==> config.mk <==
export PLATFORM = sky130hd
export DESIGN_NAME = instruction_fetch
export DESIGN_NICKNAME = d
export VERILOG_FILES = /design/src/rtl/instruction_fetch.sv
export SDC_FILE = /design/constraint.sdc
export NUM_CORES = 1
export LEC_CHECK = 0
export ABC_AREA = 1
export BUFFER_PORTS_ARGS = -buffer_cell sky130_fd_sc_hd__buf_2
export CORE_MARGIN = 5
export CORE_UTILIZATION = 35
export CTS_CLUSTER_DIAMETER = 100
export CTS_CLUSTER_SIZE = 30
export DETAILED_ROUTE_END_ITERATION = 10
export GPL_ROUTABILITY_DRIVEN = 0
export SETUP_SLACK_MARGIN = 0.2
export SYNTH_ARGS = -nofsm -noshare
export SYNTH_HDL_FRONTEND = slang
export SYNTH_SLANG_ARGS = --single-unit
==> constraint.sdc <==
create_clock -name clk -period 3.1 [get_ports clk]
set_clock_uncertainty 0.1 [all_clocks]
set_input_delay 0 -clock clk [delete_from_list [all_inputs] [get_ports clk]]
set_output_delay 0 -clock clk [all_outputs]
set_load 0.05 [all_outputs]
==> src/rtl/instruction_fetch.sv <==
// Fetch stage: owns the PC, addresses a zero-latency instruction ROM and
// registers each fetched word with its PC into a one-entry valid/ready buffer
// for decode. Downstream jumps redirect the PC and discard the buffered word.
module instruction_fetch #(
  parameter int unsigned         ADDR_W   = 8,
  parameter int unsigned         INSTR_W  = 32,
  parameter logic [ADDR_W-1:0]   RESET_PC = '0
) (
  input  logic               clk,
  input  logic               reset_n,
  input  logic               enable,
  output logic [ADDR_W-1:0]  imem_addr,
  input  logic [INSTR_W-1:0] imem_instr,
  input  logic               jump_valid,
  input  logic [ADDR_W-1:0]  jump_addr,
  output logic               instr_valid,
  input  logic               instr_ready,
  output logic [INSTR_W-1:0] instr,
  output logic [ADDR_W-1:0]  instr_pc
);

  typedef enum logic [1:0] {
    StIdle,   // not fetching, buffer empty
    StRun,    // buffer empty or advancing every cycle
    StWait,   // buffer full, decode stalling
    StDrain   // fetch disabled, last word still waiting for decode
  } state_e;

  state_e            state;
  logic [ADDR_W-1:0] pc;
  logic              accept;
  logic              load;

  // Handshake terms: the buffer may be refilled whenever it is empty or being
  // emptied this cycle; a jump suppresses the refill so the stale path is dropped.
  always_comb begin
    accept = instr_valid & instr_ready;
    load   = enable & (~instr_valid | instr_ready) & ~jump_valid;
  end

  // The ROM is read combinationally at the current PC.
  assign imem_addr = pc;

  // PC, output buffer and control state; a jump overrides everything else.
  always_ff @(posedge clk or negedge reset_n) begin
    if (!reset_n) begin
      state       <= StIdle;
      pc          <= RESET_PC;
      instr_valid <= 1'b0;
      instr       <= '0;
      instr_pc    <= '0;
    end else if (jump_valid) begin
      pc          <= jump_addr;
      instr_valid <= 1'b0;
      state       <= enable ? StRun : StIdle;
    end else begin
      if (load) begin
        instr       <= imem_instr;
        instr_pc    <= pc;
        instr_valid <= 1'b1;
        pc          <= pc + 1'b1;  // wraps modulo 2^ADDR_W
      end else if (accept) begin
        instr_valid <= 1'b0;
      end

      unique case (state)
        StIdle: begin
          if (enable) state <= StRun;
        end
        StRun: begin
          if (!enable) begin
            state <= (instr_valid & ~accept) ? StDrain : StIdle;
          end else if (load & ~instr_ready) begin
            state <= StWait;
          end
        end
        StWait: begin
          if (!enable) begin
            state <= accept ? StIdle : StDrain;
          end else if (accept) begin
            state <= StRun;
          end
        end
        StDrain: begin
          // Re-enabling while the word is still unaccepted resumes a stall.
          if (enable) begin
            state <= accept ? StRun : StWait;
          end else if (accept) begin
            state <= StIdle;
          end
        end
      endcase
    end
  end

endmodule

==> results.sh <==
export IMPL_syn_cell_area_um2=2140
export IMPL_clock_sinks=49
export IMPL_hold_violations_final=0
export IMPL_grtUsageTotal=0.146
export IMPL_max_slew_margin=0.563
export IMPL_cts_htree_levels=2
export IMPL_critical_path_at_ns=1.96
export IMPL_top_layer_used="met4"
export IMPL_routed_wl_um=5280
export IMPL_met2WireLength_um=2500
export IMPL_muxShareOfSynthArea=0
export IMPL_power_density_nw_per_um2=577
export IMPL_peakVddDrop_mv=0.242
export IMPL_clk_pin_slew_worst_paths_ns=0.09
export IMPL_fmax_mhz=531
export IMPL_cts_hold_fix_bufs=47
export IMPL_wire_per_inst_um=11.4
export IMPL_vias_per_cell=4.26
export IMPL_layout_cells_most_common="nand2_1"
export IMPL_cp_end_kind="register"
export IMPL_ioPinCount=94
export IMPL_timing_final_crit_share=0.607
export IMPL_synthXorXnorAreaFrac=0.00409
export IMPL_setup_tns_ns=0
export IMPL_p_leak_nw=1.77
export IMPL_synth_avg_cell_area_um2=8.56
export IMPL_setup_violations=0
export IMPL_synth_cell_types=20
export IMPL_coreArea_um2=5920
export IMPL_synth_yosys_warnings=0
export IMPL_cts_repair_timing_setup_buffer_count=0
export IMPL_hold_path_class="in -> reg"
export IMPL_synth_seq_cells=49
export IMPL_setup_worst_path_start_class="register"
export IMPL_final_min_clock_period_ns=1.88
export IMPL_final_cell_mix="nand2_1 (139), buf_2 (93), dfrtp_1 (49)"
export IMPL_wl_met3_um=409
export IMPL_clk_insertion_delay_late_ns=0.29
export IMPL_layout_cell_area_non_filler_um2=3170
export IMPL_insertedDiodeCount=0
export IMPL_drcViolationCount=0
export IMPL_grt_antenna_before_repair=0
export IMPL_synth_top_family_by_area="simple AND/OR/NAND/NOR gates"
export IMPL_std_cell_rows=28
export IMPL_die_w_um=88.2
export IMPL_drive_above_1_share=0.285
export IMPL_cts_repair_resize_count=0
export IMPL_path_max_fanout=45
export IMPL_vias=1978
export IMPL_timing_worst_slew_pin_value_ns=0.656
export IMPL_yosys_area_share_adder=0.00585
export IMPL_wl_met1_um=2330
export IMPL_grt_setup_unrepaired="no"
export IMPL_antenna_violating_nets_post_route=0
export IMPL_max_slew_vio_count=0
export IMPL_grt_first_pass_wirelength_um=8970
export IMPL_synth_compound_area_share=0.0374
export IMPL_dpl_instance_area_um2=2620
export IMPL_hpwlAfterDp_um=3580
export IMPL_max_cap_violations=0
export IMPL_gr_total_overflow=0
export IMPL_seq_area_frac_synth=0.573
export IMPL_worstPathRequired_ns=3.18
export IMPL_synthSimpleGateAreaFrac=0.309
export IMPL_run_status="finished, final reports clean"
export IMPL_starting_drt_drc_count=90
export IMPL_initial_core_util=0.361
export IMPL_areaGrowthSynthToFinish_pct=48.0
export IMPL_tritoncts="done"
export IMPL_root_buffer="clkbuf_8"
export IMPL_die_y_um=88.2
export IMPL_cells_after_synthesis=250
export IMPL_layout_nets=434
export IMPL_number_of_global_route_vias_before_repair=1914
export IMPL_largest_net_degree_at_the_start_of_global_routing=46
export IMPL_count_of_input_and_output_buffers=93
export IMPL_fillers=581
export IMPL_die_area_um2=7780
export IMPL_cts_inserted_buffers=5
export IMPL_cts_path_max_buffers=2
export IMPL_criticalPathCategory="reg -> reg"
export IMPL_synth_fp_nets=296
export IMPL_dr_pass1_iters=4
[worst max-delay path, cell delays in order (launching register included)]
cell,delay (ns)
dfrtp_1,0.41
nand2_2,0.11
nand2_4,0.09
nor2_8,0.45
inv_4,0.32
nand2_1,0.18
o21ai_2,0.06
[routing by layer]
metal,track usage,vias up
li1,-,1041
met1,0.193,872
met2,0.241,61
met3,0.0367,4
met4,0.0385,0
met5,0,-
[worst paths after layout]
kind	from	endpoint	slack (ns)	cells past startpoint
max in group asynchronous	reset_n	instr[26]	2.02	3
setup / recovery	instr_valid	instr_pc[5]	1.22	6
hold reg to reg	instr[30]	instr[30]	0.37	2
hold / removal	jump_valid	imem_addr[5]	0.03	5
setup reg to reg	instr_valid	instr_pc[5]	1.22	6
min in group asynchronous	reset_n	instr_valid	0.15	2
[logic make-up after synthesis]
group,after synthesis
adders and majority gates,1
xor gates and xnor gates,1
DFF,49
and+or+nand+nor,163
buffers and inverters,25
AOI/OAI and AO/OA,11
[registers in the layout, indices dropped and copies added, names as in the netlist]
name / flops
instr: 32
imem_addr: 8
instr_pc: 8
instr_valid: 1
[cell type report]
type	instances	area, um^2	area share
inverters	15	58.8	0.0186
multi-input cells	176	763	0.241
flip-flops and latches	49	1230	0.387
well taps	75	93.8	0.0296
repair buffers	141	943	0.298
clock buffers	8	80.1	0.0253
[synth_stat cells (all sizes together)]
cell,instances,area [um^2]
nand2,142,546
dfrtp,49,1230
inv,15,58.8
nand3,15,75.1
buf,10,91.3
o21ai,9,67.6
nor2,5,35.0
a21oi,1,5.00
ha,1,12.5
nand4,1,6.26
o21a,1,7.51
xor2,1,8.76
[per-stage QoR]
step                      hold WS, ns  total power, mW   util  cells  setup slack [ns]
after floorplan                -0.396             1.28      -    250              1.53
after global placement        -0.0293             1.44  0.442    409              1.27
after detailed placement      -0.0227             1.45  0.442    409              1.24
after CTS                      0.0248             1.85  0.535    464              1.23
after global routing           0.0737             1.93  0.535    464              1.06
final                          0.0321             1.83  0.535    464              1.22
[power breakdown]
part           total [mW]  internal [mW]  switching [mW]
Clock               0.354          0.161           0.194
Sequential          0.792          0.731          0.0602
Combinational       0.680          0.180           0.500
Note: power is estimated with default switching activity, not from simulation.
